==> src/rtl/draw_sprite.sv <==
// rtl/draw_sprite.sv - ROM-backed rectangular sprite overlay stage for a VGA pixel stream
//
// Overlays a SPRITE_W x SPRITE_H bitmap, read from an external synchronous ROM,
// onto the incoming pixel stream. The position, mirror and enable inputs are
// shadowed on the rising edge of in_vblnk, so a frame is always drawn with one
// consistent set of values. All in_* fields reach out_* after ROM_LATENCY+1 clocks.
//
// Optional feature: define DRAW_SPRITE_TRANSPARENCY_EN to let ROM pixels equal
// to KEY_RGB show the background instead of the sprite.
//
// Ports:
//   clk, rst               pixel clock, synchronous active-high reset
//   xpos, ypos             requested sprite left edge / top edge
//   mirror, enable         horizontal flip, sprite visible
//   rgb_pixel              ROM data for pixel_addr presented ROM_LATENCY clocks earlier
//   pixel_addr             ROM address, combinational from in_* and shadow state
//   in_hcount .. in_rgb    upstream timing and colour
//   out_hcount .. out_rgb  downstream timing and colour
module draw_sprite #(
  parameter int          SPRITE_W    = 64,
  parameter int          SPRITE_H    = 64,
  parameter int          ROM_LATENCY = 1,
  parameter logic [11:0] KEY_RGB     = 12'hF0F,
  parameter int          ADDR_W      = $clog2(SPRITE_W * SPRITE_H)
) (
  input  logic              clk,
  input  logic              rst,
  input  logic [11:0]       xpos,
  input  logic [11:0]       ypos,
  input  logic              mirror,
  input  logic              enable,
  input  logic [11:0]       rgb_pixel,
  output logic [ADDR_W-1:0] pixel_addr,
  input  logic [11:0]       in_hcount,
  input  logic [11:0]       in_vcount,
  input  logic              in_hsync,
  input  logic              in_vsync,
  input  logic              in_hblnk,
  input  logic              in_vblnk,
  input  logic [11:0]       in_rgb,
  output logic [11:0]       out_hcount,
  output logic [11:0]       out_vcount,
  output logic              out_hsync,
  output logic              out_vsync,
  output logic              out_hblnk,
  output logic              out_vblnk,
  output logic [11:0]       out_rgb
);

  localparam int XW    = $clog2(SPRITE_W);
  localparam int YW    = $clog2(SPRITE_H);
  localparam int RGB_W = $bits(KEY_RGB);

  typedef struct packed {
    logic [11:0]      hcount;
    logic [11:0]      vcount;
    logic             hsync;
    logic             vsync;
    logic             hblnk;
    logic             vblnk;
    logic [RGB_W-1:0] rgb;
    logic             hit;
  } line_t;

  // Frame shadow state
  logic [11:0] x_l;
  logic [11:0] y_l;
  logic        mir_l;
  logic        en_l;
  logic        vblnk_d;

  always_ff @(posedge clk) begin
    if (rst) begin
      x_l     <= '0;
      y_l     <= '0;
      mir_l   <= 1'b0;
      en_l    <= 1'b0;
      vblnk_d <= 1'b0;
    end else begin
      vblnk_d <= in_vblnk;
      if (in_vblnk && !vblnk_d) begin
        x_l   <= xpos;
        y_l   <= ypos;
        mir_l <= mirror;
        en_l  <= enable;
      end
    end
  end

  // Hit test; the far edges are 13 bits so a sprite hanging past 4095 never wraps to 0.
  logic [12:0]   x_end;
  logic [12:0]   y_end;
  logic          hit;
  logic [XW-1:0] dx;
  logic [YW-1:0] dy;
  logic [XW-1:0] cx;

  assign x_end = {1'b0, x_l} + 13'(SPRITE_W);
  assign y_end = {1'b0, y_l} + 13'(SPRITE_H);

  assign hit = en_l & ~in_hblnk & ~in_vblnk
             & (in_hcount >= x_l) & ({1'b0, in_hcount} < x_end)
             & (in_vcount >= y_l) & ({1'b0, in_vcount} < y_end);

  // Offsets only matter modulo the sprite size, so subtract the truncated operands.
  assign dx = in_hcount[XW-1:0] - x_l[XW-1:0];
  assign dy = in_vcount[YW-1:0] - y_l[YW-1:0];
  // SPRITE_W is a power of two, so SPRITE_W-1-dx is the bitwise complement of dx.
  assign cx = mir_l ? ~dx : dx;

  assign pixel_addr = hit ? {dy, cx} : '0;

  // Delay line aligning the stream with the ROM data
  line_t dly [ROM_LATENCY];
  line_t tail;
  logic  sel;

  assign tail = dly[ROM_LATENCY-1];

`ifdef DRAW_SPRITE_TRANSPARENCY_EN
  assign sel = tail.hit & (rgb_pixel != KEY_RGB);
`else
  assign sel = tail.hit;
`endif

  always_ff @(posedge clk) begin
    if (rst) begin
      for (int i = 0; i < ROM_LATENCY; i++) dly[i] <= '0;
      out_hcount <= '0;
      out_vcount <= '0;
      out_hsync  <= 1'b0;
      out_vsync  <= 1'b0;
      out_hblnk  <= 1'b0;
      out_vblnk  <= 1'b0;
      out_rgb    <= '0;
    end else begin
      dly[0] <= {in_hcount, in_vcount, in_hsync, in_vsync, in_hblnk, in_vblnk, in_rgb, hit};
      for (int i = 1; i < ROM_LATENCY; i++) dly[i] <= dly[i-1];
      out_hcount <= tail.hcount;
      out_vcount <= tail.vcount;
      out_hsync  <= tail.hsync;
      out_vsync  <= tail.vsync;
      out_hblnk  <= tail.hblnk;
      out_vblnk  <= tail.vblnk;
      out_rgb    <= sel ? rgb_pixel : tail.rgb;
    end
  end

endmodule
==> config.mk <==
export PLATFORM = sky130hd
export DESIGN_NAME = draw_sprite
export DESIGN_NICKNAME = d
export VERILOG_FILES = /design/src/rtl/draw_sprite.sv
export SDC_FILE = /design/constraint.sdc
export NUM_CORES = 1
export LEC_CHECK = 0
export CORE_ASPECT_RATIO = 1.4
export CORE_MARGIN = 4
export CORE_UTILIZATION = 52
export DETAILED_ROUTE_END_ITERATION = 7
export GPL_ROUTABILITY_DRIVEN = 0
export PLACE_DENSITY = 0.86
export SLEW_MARGIN = 30
export SYNTH_ARGS = -nofsm -noshare
export SYNTH_HDL_FRONTEND = slang
export SYNTH_SLANG_ARGS = --single-unit
==> constraint.sdc <==
create_clock -name clk -period 7.72 [get_ports clk]
set_input_delay 1.93 -clock clk [delete_from_list [all_inputs] [get_ports clk]]
set_output_delay 1.93 -clock clk [all_outputs]
set_load 0.02 [all_outputs]
# Yosys cells after proc, flatten, opt, wreduce, memory -nomap -nowiden
# Memories as Yosys holds them, arrays and structs flattened.
# Cells that the tools add are included.
[word_totals] ram_bits=41 mem_count=1 regBits=67 out_inout_bits=52 in_bits=80
[classes] n_mux=8 reduce_logical=3 bitwise=9 n_lt_le_gt_ge=4 addsub=4
[mem_list] name="dly" words=1 word_bits=41 read_ports=1 rd_ports_with_merged_regs=0 write_ports=1 line="114" rtl="line_t dly [ROM_LATENCY];"
[ops] op="$mux 41" count=1
[ops] op="$reduce_or 41->1" count=1
[ops] op="$add 12x7->13 const B" count=2
[ops] op="$lt 12x13->1" count=2
[ops] op="$ge 12x12->1" count=2
[ops] op="$mux 12" count=2
[ops] op="$sub 6x6->6" count=2
[ops] op="$and 1x1->1" count=6
[ops] op="$mux 6" count=1
[ops] op="$not 6->6" count=1
[ops] op="$mux 1" count=4
[ops] op="$not 1->1" count=2
[ops] op="$logic_and 1x1->1" count=1
[ops] op="$logic_not 1->1" count=1

# Logic depth before layout (Yosys ltp)
# Gate-level depths: netlist of run 1.
[logic_depth] depth_word=8 mapped_depth=10

# Worst setup path after synthesis of run 1
# OpenSTA, ideal clock, no wires.
[synth_path] kind="input-to-output" startpoint="input in_vcount[1]" endpoint="output pixel_addr[0]" cell_stages=7 path_slack_ns=2.064 t_required_ns=5.790 arrival_ns=3.726 cell_sequence="ha_1 > nor2b_1 > o31a_1 > o211ai_1 > buf_2 > nand2_1 > nor4_1"
[synth_between] elab_chain_cells=4
[synth_rtl] item="start, declared" line="35" rtl="input logic [11:0] in_vcount,"
[synth_rtl] item="$ge 12x12->1" line="103" rtl="& (in_vcount >= y_l) & ({1'b0, in_vcount} < y_end);"
[synth_rtl] item="$and 1x1->1" line="103"
[synth_rtl] item="$and 1x1->1 (*)" line="103"
[synth_rtl] item="$mux 12 (*)" line="111" rtl="assign pixel_addr = hit ? {dy, cx} : '0;"
[synth_rtl] item="end, declared" line="33" rtl="output logic [ADDR_W-1:0] pixel_addr,"
# Every way passes the cells marked *; elsewhere a longest branch is shown, timed or not.

# Final worst setup path of run 1
[layout_path] startpoint="input in_hcount[0]" endpoint="output pixel_addr[4]"
[layout_between] elab_chain_cells=6
[layout_rtl] item="start, declared" line="34" rtl="input logic [11:0] in_hcount,"
[layout_rtl] item="$ge 12x12->1" line="102" rtl="& (in_hcount >= x_l) & ({1'b0, in_hcount} < x_end)"
[layout_rtl] item="$and 1x1->1 (2 in series)" line="102"
[layout_rtl] item="$and 1x1->1 (2 in series)" line="103"
[layout_rtl] item="$mux 12 (*)" line="111"
# Marked as above.

==> summary.txt, run 1 <==
DP Worst Slack: 596 ps
Period minus WS final: 7170 ps
Slowest-stage cell, CP: a2111oi_4
Worst setup EP type: primary output
# IOs: 132
syn_area_per_cell: 9.50 um^2
Post-Synthesis Cell Area: 0.00474 mm^2
Final Max Slew Viols: 0
crit path kind: in2out
Required @ worst endpoint: 5790 ps
die area: 0.0107 mm^2
global route overflow: 0
DP HPWL: 8.62 mm
Final setup viols: 0
worst hold path class: reg2reg
most frequent cells in the layout: clkdlybuf4s50_1, dfxtp_1, nor2b_1
drt total wl: 11.4 mm
setup slack, reg-to-reg: 5110 ps
DRC: 0
initial antenna violation count: 0
Crit. Startpoint: in_hcount[0]
dpl cell area: 0.00611 mm^2
die width: 88.7 um
reg2reg start: x_l[0]
layout net count: 741
RSZ-0062 raised after global routing: false
Hold Slack: 437 ps
post-CTS sizing: 0
DRT iter0 DRCs: 150
Post-DRT Antenna Nets: 0
Most used DFF post-synth: dfxtp_1
busiest grt layer: met2
fmax: 140 MHz
Yosys reg bits: 107
cells on worst reg2reg path: 9
met1 Use GR: 24.6%
max incr delay on CP: 630 ps
Worst setup SP type: primary input
FFs w/ async S/R, synth: 0%
Max-Cap Viols: 0
Initial Util: 52.8%
M3 GR Usage: 4.21%
fin crit share: 92.8%
relative slew slack: 38.4%
H-tree depth: 3
IO Port Bufs: 131
Setup Skew: 5.64 ps
Root Driver: clkbuf_16
CTS Buf Count: 9
Rows: 41
number of synthesized flops with an enable pin: 0
post-route setup TNS: 0 ps
P per Cell Area: 193 mW/mm^2
WHS Path Cells: 1
vias in the first global route: 3,839
met2 Use GR: 36.1%
fillers: 673
Die Span Y: 121 um
post-route design area: 0.00638 mm^2
Post-Syn Instances: 499
largest net degree at the start of global routing: 108
Setup Buffers After CTS: 0
fraction of layout cells with a size suffix above 1: 6.57%
first-pass GRT wire length: 17.7 mm
status: finished clean
final hold vios: 0
Worst Hold End: out_hcount[0]
synth unique cells: 42
r2r endpoint: dly[0][0]
Clock transition at path regs: 70 ps
CP arrival: 5240 ps
Least-Margin Pin Slew: 924 ps
HP Start: dly[0][29]
gr usage total: 21.4%
leakage dissipation: 2.43 nW
CTS tree: built
hold_buf cts: 0
Max VDD drop: 0.169 mV
cell family contributing the most delay on the critical path: buffers and inverters
clk_lat worst skew: 340 ps
n_diodes: 0
syn_nets: 619
Final WS setup: 554 ps
vias per cell: 5.25
worst path buffer plus inverter count: 5
CORE AREA: 0.00898 mm^2
drt first pass iters: 4
register area share after synthesis: 45.2%
via count: 3,839
clock sink count: 107
commonest non-fill, non-tap cell in the layout: clkdlybuf4s50_1
CTS Buffer Depth: 2
CP Cell Sequence: clkdlybuf4s50_1 -> inv_1 -> ha_1 -> inv_1 -> fa_1 -> a21o_1 -> a21oi_2 -> a211oi_2 -> a2111oi_4 -> buf_4 -> nor4_2 -> clkdlybuf4s50_1
area grow syn2layout: 34.5%
WL/cell: 15.6 um
Synthesis Warnings: 0
CP max FO: 7
kinds of logic (layout without fill, tap and decap cells):
group	after synthesis	after routing	synth area share [%]
simple gates	198	198	23.2
flops	107	107	45.2
compound gates	70	70	10.1
buf+inv	53	178	4.56
fa+ha+maj	40	40	10.9
xor+xnor	19	19	3.51
mux	12	12	2.53
metrics by stage:
stage | cells | utilization [%] | power (mW)
final | 731 | 71.0 | 1.23
after global routing | 731 | 71.0 | 1.28
after CTS | 731 | 71.0 | 1.24
after detailed placement | 717 | 68.0 | 0.821
after global placement | 717 | 68.0 | 0.811
after floorplan | 499 | - | 0.729
where the power goes:
part	leakage, nW	switching [mW]	internal [mW]
registers	0.884	0.0121	0.579
clock network	0.126	0.199	0.218
logic	1.42	0.111	0.109
total	2.43	0.323	0.906
sequential cells by signal, summed over array words and instances (netlist names):
name,flops
mir_l,1
out_hsync,1
out_hblnk,1
en_l,1
out_rgb,12
dly,41
y_l,12
out_hcount,12
out_vblnk,1
x_l,12
out_vsync,1
out_vcount,12
how the worst max path moves through the flow:
stage,end,cells after the start
floorplan,pixel_addr[0],7
global placement,pixel_addr[3],12
detailed placement,pixel_addr[4],12
CTS,pixel_addr[4],12
global route,pixel_addr[4],12
finish,pixel_addr[4],12
per-layer routing:
layer | wire [um] | up-vias
met5 | 0 | -
met4 | 489 | 0
met3 | 740 | 35
met2 | 5730 | 155
met1 | 4420 | 1750
li1 | - | 1899
cell type report:
| class | count | area, um^2 | share of cell area (%) |
|---|---|---|---|
| clock buffer | 9 | 225 | 3.53 |
| clock inverter | 5 | 40.0 | 0.628 |
| inverter | 29 | 109 | 1.71 |
| multi-input combinational | 339 | 2380 | 37.4 |
| sequential | 107 | 2140 | 33.6 |
| tap | 107 | 134 | 2.10 |
| timing repair buffer | 135 | 1340 | 21.1 |
cell usage after synthesis, drive strengths merged (3+ instances only):
master,number,area share [%]
clkbuf,17,1.3
mux2i,12,2.5
a21oi,43,4.7
buf,7,0.92
xor2,4,0.74
nand3,12,1.3
nand4,8,1.1
xnor2,15,2.8
o21ai,6,0.71
nor4,13,3.0
nand2,64,5.1
nor2b,69,9.1
ha,38,10
a21o,8,1.3
nand2b,3,0.40
dfxtp,107,45
o21a,3,0.47
and3,4,0.74
inv,29,2.3
nor2,16,1.3
Note: power is estimated with default switching activity, not from simulation.
==> run 2, diff against run 1 <==
Settings changed: CORE_MARGIN 4 to 2.
Clock period 7.72 ns to 8.3 ns, I/O delays scaled along.
==> run 2 against run 1 <==
  * Critical path depth unchanged
  * Total power down 2.0%
  * Register-to-register slack better by 460 ps
==> summary.txt, run 2 (synthesized netlist as in run 1, its figures left out) <==
Initial Util: 53.1%
Final setup viols: 0
DRT iter0 DRCs: 191
register area: 0.00214 mm^2
n_diodes: 0
fin crit share: 86.2%
setup slack, reg-to-reg: 5570 ps
Root Driver: clkbuf_16
vias per cell: 5.22
leakage dissipation: 2.46 nW
Die Span Y: 117 um
Least-Margin Pin Slew: 830 ps
area grow syn2layout: 35.6%
post-route design area: 0.00643 mm^2
Final WS setup: 1140 ps
# IOs: 132
die width: 84.7 um
r2r endpoint: dly[0][0]
via count: 3,829
sequential share of power: 45.6%
hold_buf cts: 0
clk_lat worst skew: 340 ps
Rows: 41
fraction of layout cells with a size suffix above 1: 6.71%
Final Max Slew Viols: 0
reg2reg start: x_l[6]
Combinational Power Share: 17.0%
Top reg by flops: dly
DRC: 0
drt total wl: 11.3 mm
footprint of the multi-input gates: 0.00239 mm^2
Worst Hold End: out_hcount[11]
most frequent cells in the layout: clkdlybuf4s50_1, dfxtp_1, nor2b_1
Worst setup SP type: primary input
P per Cell Area: 187 mW/mm^2
CORE AREA: 0.00893 mm^2
Clock transition at path regs: 70 ps
post-route setup TNS: 0 ps
WL/cell: 15.4 um
initial antenna violation count: 0
crit path kind: in2out
largest net degree at the start of global routing: 108
Setup Skew: 3.30 ps
dpl cell area: 0.00610 mm^2
Clock Power Share: 37.4%
Worst setup EP type: primary output
vias in the first global route: 3,867
DP Worst Slack: 1020 ps
DP HPWL: 8.34 mm
commonest non-fill, non-tap cell in the layout: clkdlybuf4s50_1
Max-Cap Viols: 0
Setup Buffers After CTS: 0
CP max FO: 13
Hold Slack: 434 ps
fmax: 140 MHz
H-tree depth: 3
Period minus WS final: 7160 ps
CTS Buf Count: 9
CTS Buffer Depth: 2
Sw Pwr: 298 uW
drt first pass iters: 4
CTS tree: built
final hold vios: 0
RSZ-0062 raised after global routing: false
worst hold path class: reg2reg
Required @ worst endpoint: 6230 ps
sw frac: 24.8%
cells on worst reg2reg path: 10
IO Port Bufs: 131
Post-DRT Antenna Nets: 0
relative slew slack: 44.5%
post-CTS sizing: 0
HP Start: dly[0][40]
fillers: 684
layout net count: 741
Max VDD drop: 0.163 mV
WHS Path Cells: 1
cell-internal power: 906 uW
first-pass GRT wire length: 17.5 mm
number of flip-flops in the largest register: 41
CP arrival: 5080 ps
gr usage total: 22.3%
global route overflow: 0
die area: 0.00991 mm^2
status: finished clean
clock sink count: 107
## run 2: cell count changes in the layout (fill, tap and decap cells not counted)
cell	before	now
clkinv_2	1	0
clkbuf_1	0	2
inv_8	1	0
nand2b_2	0	1
clkinv_4	0	1
clkinvlp_4	2	1
bufinv_16	0	2
nand2b_1	3	2
## run 2: stage by stage
stage | total power, mW | cells | util (%)
2_1_floorplan | 0.678 | 499 | -
3_3_place_gp | 0.752 | 716 | 68.3
3_5_place_dp | 0.762 | 716 | 68.3
4_1_cts | 1.21 | 732 | 71.9
5_1_grt | 1.25 | 733 | 72.0
6_report | 1.20 | 733 | 72.0
## run 2: routing by layer
metal  routed length [um]  part of all wire, %  vias to the layer above  GRT usage [%]
met4                  457                  4.1                        0           12.2
li1                     -                    -                     1908              -
met3                  551                  4.9                       30           3.93
met5                    0                    0                        -              0
met1                 4380                   39                     1755           24.1
met2                 5890                   52                      136           41.5
## run 2: final cells by class
type / instances / share of cell area [%]
clock buffer: 11 / 3.62
clock inverter: 5 / 1.32
inverter: 29 / 1.69
multi-input combinational: 339 / 37.1
sequential: 107 / 33.3
tap: 107 / 2.08
timing repair buffer: 135 / 20.9
## run 2: critical path: stages
cell             delay (ps)
clkdlybuf4s50_1         400
inv_1                   130
ha_1                    180
inv_1                    50
fa_1                    410
a21o_1                  200
a21oi_2                 210
a211oi_2                120
a2111oi_4               320
buf_4                   290
nor4_2                   80
clkdlybuf4s50_1         610
## run 2: how the worst max path moves through the flow
| stage | from | to | depth (start not counted) |
|---|---|---|---|
| 2_1_floorplan | in_vcount[1] | pixel_addr[0] | 7 |
| 3_3_place_gp | in_vcount[1] | pixel_addr[10] | 8 |
| 3_5_place_dp | in_vcount[1] | pixel_addr[10] | 8 |
| 4_1_cts | in_vcount[1] | pixel_addr[10] | 8 |
| 5_1_grt | in_hcount[0] | pixel_addr[4] | 12 |
| 6_report | in_hcount[0] | pixel_addr[4] | 12 |
## run 2: power by group through the flow
stage	Clock, mW	Sequential, mW	Combinational [mW]
floorplan	0	0.568	0.110
global placement	0	0.560	0.192
detailed placement	0	0.561	0.200
CTS	0.458	0.550	0.204
global route	0.475	0.552	0.223
finish	0.450	0.550	0.204
==> run 3, diff against run 2 <==
Settings changed: MAX_ROUTING_LAYER set to met4.
==> run 3 against run 2 <==
  * Total power hardly changed
  * Maximum frequency is essentially flat
  * Final cell count unchanged
  * Critical path depth did not move
  * Clock power barely moved
==> summary.txt, run 3 (synthesized netlist as in run 1, its figures left out) <==
initial antenna violation count: 0
global route overflow: 0
DRT iter0 DRCs: 201
fmax: 140 MHz
fin crit share: 86.1%
WL/cell: 15.4 um
layout net count: 741
fraction of layout cells with a size suffix above 1: 6.71%
CTS tree: built
Final setup viols: 0
hold_buf cts: 0
Root Driver: clkbuf_16
largest net degree at the start of global routing: 108
RSZ-0062 raised after global routing: false
status: finished clean
number of flip-flops in the largest register: 41
# IOs: 132
CTS Buf Count: 9
Worst setup SP type: primary input
P per Cell Area: 187 mW/mm^2
CORE AREA: 0.00893 mm^2
commonest non-fill, non-tap cell in the layout: clkdlybuf4s50_1
first-pass GRT wire length: 17.6 mm
post-CTS sizing: 0
Worst setup EP type: primary output
Overall Power: 1.20 mW
clock sink count: 107
die area: 0.00991 mm^2
Die Span Y: 117 um
CTS Buffer Depth: 2
H-tree depth: 3
Least-Margin Pin Slew: 835 ps
cell family contributing the most delay on the critical path: buffers and inverters
worst path buffer plus inverter count: 5
most frequent cells in the layout: clkdlybuf4s50_1, dfxtp_1, nor2b_1
Top reg by flops: dly
Rows: 41
gr usage total: 23.2%
DRC: 0
CP arrival: 5080 ps
setup slack, reg-to-reg: 5570 ps
Max-Cap Viols: 0
IO Port Bufs: 131
CP max FO: 13
vias per cell: 5.25
Slowest-stage cell, CP: clkdlybuf4s50_1
Initial Util: 53.1%
Period minus WS final: 7150 ps
final hold vios: 0
vias in the first global route: 3,842
die width: 84.7 um
CP Cell Sequence: clkdlybuf4s50_1 -> inv_1 -> ha_1 -> inv_1 -> fa_1 -> a21o_1 -> a21oi_2 -> a211oi_2 -> a2111oi_4 -> buf_4 -> nor4_2 -> clkdlybuf4s50_1
Setup Buffers After CTS: 0
DP HPWL: 8.34 mm
relative slew slack: 44.2%
worst hold path class: reg2reg
Final Max Slew Viols: 0
max incr delay on CP: 620 ps
leakage dissipation: 2.46 nW
clk_lat worst skew: 340 ps
area grow syn2layout: 35.6%
n_diodes: 0
via count: 3,849
post-route setup TNS: 0 ps
crit path kind: in2out
Setup Skew: 3.64 ps
drt first pass iters: 5
Required @ worst endpoint: 6230 ps
Max VDD drop: 0.163 mV
Clock transition at path regs: 70 ps
Post-DRT Antenna Nets: 0
drt total wl: 11.3 mm
-- run 3: cell counts in the layout (fill, tap and decap cells not counted) --
No cell type changed its count.
-- run 3: path summary, 6_finish.rpt --
path | from | end | cells past startpoint
max | in_hcount[0] | pixel_addr[4] | 12
min | dly[0][30] | out_hcount[1] | 1
max reg2reg | x_l[6] | dly[0][0] | 10
min reg2reg | dly[0][30] | out_hcount[1] | 1
-- run 3: layout make-up --
type	count	area, um^2
Tap cell	107	134
Clock buffer	11	233
Inverter	29	109
Clock inverter	5	85.1
Sequential cell	107	2140
Fill cell	684	2490
Timing Repair Buffer	135	1340
Multi-Input combinational cell	339	2390
-- run 3: through the flow --
stage / hold WS (ps) / utilization [%] / setup slack (ps) / instances / area, um^2
after detailed placement: 420 / 68.3 / 1020 / 716 / 6100
after global routing: 448 / 72.0 / 999 / 733 / 6430
final: 433 / 72.0 / 1150 / 733 / 6430
after floorplan: 414 / - / 2350 / 499 / 4740
after global placement: 418 / 68.3 / 1170 / 716 / 6100
after CTS: 436 / 71.9 / 1010 / 732 / 6420
-- run 3: per-layer routing --
metal  vias to the layer above  global-route usage, %  part of all wire (%)
met5                         -                      -                     0
met4                         0                   11.9                   3.9
met3                        30                   3.79                   5.3
met2                       145                   41.5                    52
met1                      1767                   24.7                    39
li1                       1907                      -                     -
-- run 3: power by group --
| part | switching, mW | leakage [nW] | total (mW) | internal [mW] |
|---|---|---|---|---|
| Combinational | 0.103 | 1.42 | 0.204 | 0.101 |
| Clock | 0.185 | 0.150 | 0.451 | 0.266 |
| Sequential | 0.0113 | 0.884 | 0.550 | 0.538 |
| Total | 0.299 | 2.46 | 1.20 | 0.906 |
==> edit: new RTL, flow settings as in run 3 <==
`out_rgb` no longer has a reset.
--- a/src/rtl/draw_sprite.sv
+++ b/src/rtl/draw_sprite.sv
@@ -132,7 +132,6 @@
       out_vsync  <= 1'b0;
       out_hblnk  <= 1'b0;
       out_vblnk  <= 1'b0;
-      out_rgb    <= '0;
     end else begin
       dly[0] <= {in_hcount, in_vcount, in_hsync, in_vsync, in_hblnk, in_vblnk, in_rgb, hit};
       for (int i = 1; i < ROM_LATENCY; i++) dly[i] <= dly[i-1];
@@ -142,8 +141,11 @@
       out_vsync  <= tail.vsync;
       out_hblnk  <= tail.hblnk;
       out_vblnk  <= tail.vblnk;
-      out_rgb    <= sel ? rgb_pixel : tail.rgb;
     end
   end
 
+  always_ff @(posedge clk) begin
+    out_rgb <= sel ? rgb_pixel : tail.rgb;
+  end
+
 endmodule
Behaviour: differs if rst is asserted again (counterexample within 4 cycles, from zero or initial values and one cycle with rst high); with rst held inactive, the same outputs for 10 cycles.
==> edit against run 3 <==
- power shrank 6.2%
- global-route usage down 0.079 points
- combinational power decreased by 11%
- wire length shrank 11%
- sequential cell count is the same
- worst setup slack worse by 290 ps
- area after synthesis shrank 5.7%
- cell count decreased by 4.4%
- via count shrank 7.9%
- sequential power barely moved
- design area decreased by 4.8%
- clock power is 12% lower
- largest cell class is now registers
==> edit: results (changes against run 3) <==
Critical path
  • Worst Path Max Fanout: 12 (was 13)
  • Arrival time at the worst endpoint: 5360 ps (was 5080 ps)
  • FF-to-FF path depth: 10 (unchanged)

Finish
  • Max FFs per register: 41 (unchanged)
  • Share of post-route cells with drive strength above 1: 0.0654 (was 0.0671)
  • Most flop-heavy register: dly (unchanged)
  • Fill count: 631 (was 684)
  • Nets: 711 (was 741)

Drt
  • Via/cell ratio: 5.06 (was 5.25)
  • Drt total wl: 10000 microns (was 11300 microns)
  • First-pass DRT Iterations: 4 (was 5)
  • Detailed router's first-iteration violation count: 148 (was 201)

Global route
  • Initial antenna violation count: 0 (unchanged)
  • Vias in the first global route: 3561 (was 3842)
  • GRT Overall Usage: 0.231 (was 0.232)
  • Largest net degree at the start of global routing: 96 (was 108)
  • Global-route wire length before repair: 15900 microns (was 17600 microns)

Power and ir drop
  • Leak: 2.42 nW (was 2.46 nW)
  • VDD IR max: 153 uV (was 163 uV)

Yosys
  • Warnings from Yosys: 0 (unchanged)
  • Most frequent cells after synthesis: dfxtp_1 (107), nor2b_1 (70), nand2_1 (59) (was dfxtp_1 (107), nor2b_1 (69), nand2_1 (64))
  • Sequential share of the synthesized area: 0.479 (was 0.452)
  • Ys flop type: dfxtp_1 (unchanged)
  • Syn_nets: 586 (was 619)
  • Top post-synthesis cells by area: dfxtp_1 (48%), ha_1 (11%), nor2b_1 (9.8%) (was dfxtp_1 (45%), ha_1 (10%), nor2b_1 (9.1%))
  • Netlist cell types: 43 (was 42)

Run
  • Max-Cap Viols: 0 (unchanged)

CTS
  • Total CTS buffers: 9 (unchanged)
  • H-tree depth: 3 (unchanged)
  • Clock Pin Slew Worst Setup and Hold Paths: 70 ps (about the same)

Worst hold path
  • Hold depth: 1 (unchanged)
  • Hold WC Path Type: flop to flop (unchanged)

Outcome
  • Status: complete, no violations (unchanged)

Placement
  • IO Port Bufs: 131 (unchanged)
  • DP HPWL: 7550 microns (was 8340 microns)

STA
  • Relative slew slack: 0.389 (was 0.442)
  • Worst Skew: 6.36 ps (was 3.64 ps)
-- edit: changes by cell type in the layout (fill, tap and decap cells not counted), moves of 5 or more --
cell,before,now
mux2_2,0,12
nand2_1,64,59
nor4_2,10,0
mux2i_1,12,0
-- edit: layout make-up --
type	count	area, sq um	area share
sequential	107	2140	0.350
multi-input combinational	311	2140	0.350
timing repair buffer	133	1320	0.216
clock buffer	11	243	0.0396
tap	105	131	0.0215
inverter	29	109	0.0178
clock inverter	5	36.3	0.00592
-- edit: through the flow --
step	cell area, sq um	std cells	setup WS [ps]	power (W)
final	6120	701	864	0.00113
after global routing	6120	701	602	0.00118
after CTS	6120	701	871	0.00114
after detailed placement	5840	685	904	0.000742
after global placement	5840	685	975	0.000735
after floorplan	4470	466	2270	0.000660
-- edit: where the power goes --
group / internal, W / leakage [nW] / switching, W
clock: 0.000213 / 0.140 / 0.000185
sequential: 0.000539 / 0.885 / 0.0000112
combinational: 0.0000956 / 1.39 / 0.0000857
total: 0.000848 / 2.42 / 0.000282
-- edit: layer usage --
layer | track usage | wire, microns | up-vias
met3 | 0.0451 | 625 | 41
met2 | 0.387 | 5040 | 144
met4 | 0.140 | 448 | 0
li1 | - | - | 1787
met1 | 0.245 | 3900 | 1572
met5 | - | 0 | -
-- edit: final timing paths --
check / startpoint / end / slack (ps)
worst max register to register: x_l[6] / dly[0][0] / 5570
worst max-delay path: in_hcount[0] / pixel_addr[9] / 860
worst min register to register: dly[0][22] / out_vcount[5] / 430
worst min-delay path: dly[0][22] / out_vcount[5] / 430
-- edit: worst max-delay path, cell delays in order --
cell and delay (ps):
clkdlybuf4s50_1 450, inv_1 50, ha_1 200, inv_1 70
fa_1 210, nand3_1 100, a311oi_1 240, a2111oi_0 100
o21ai_0 320, nand4_2 470, a211oi_1 410, clkdlybuf4s50_1 660
-- edit: kinds of logic (layout without fill, tap and decap cells) --
| logic type | count (synthesis) | in the layout | synth area share |
|---|---|---|---|
| compound gates | 65 | 65 | 0.0870 |
| xor+xnor | 21 | 21 | 0.0411 |
| fa+ha+maj | 40 | 40 | 0.115 |
| buf+inv | 48 | 178 | 0.0423 |
| flops | 107 | 107 | 0.479 |
| mux | 12 | 12 | 0.0302 |
| simple gates | 173 | 173 | 0.205 |
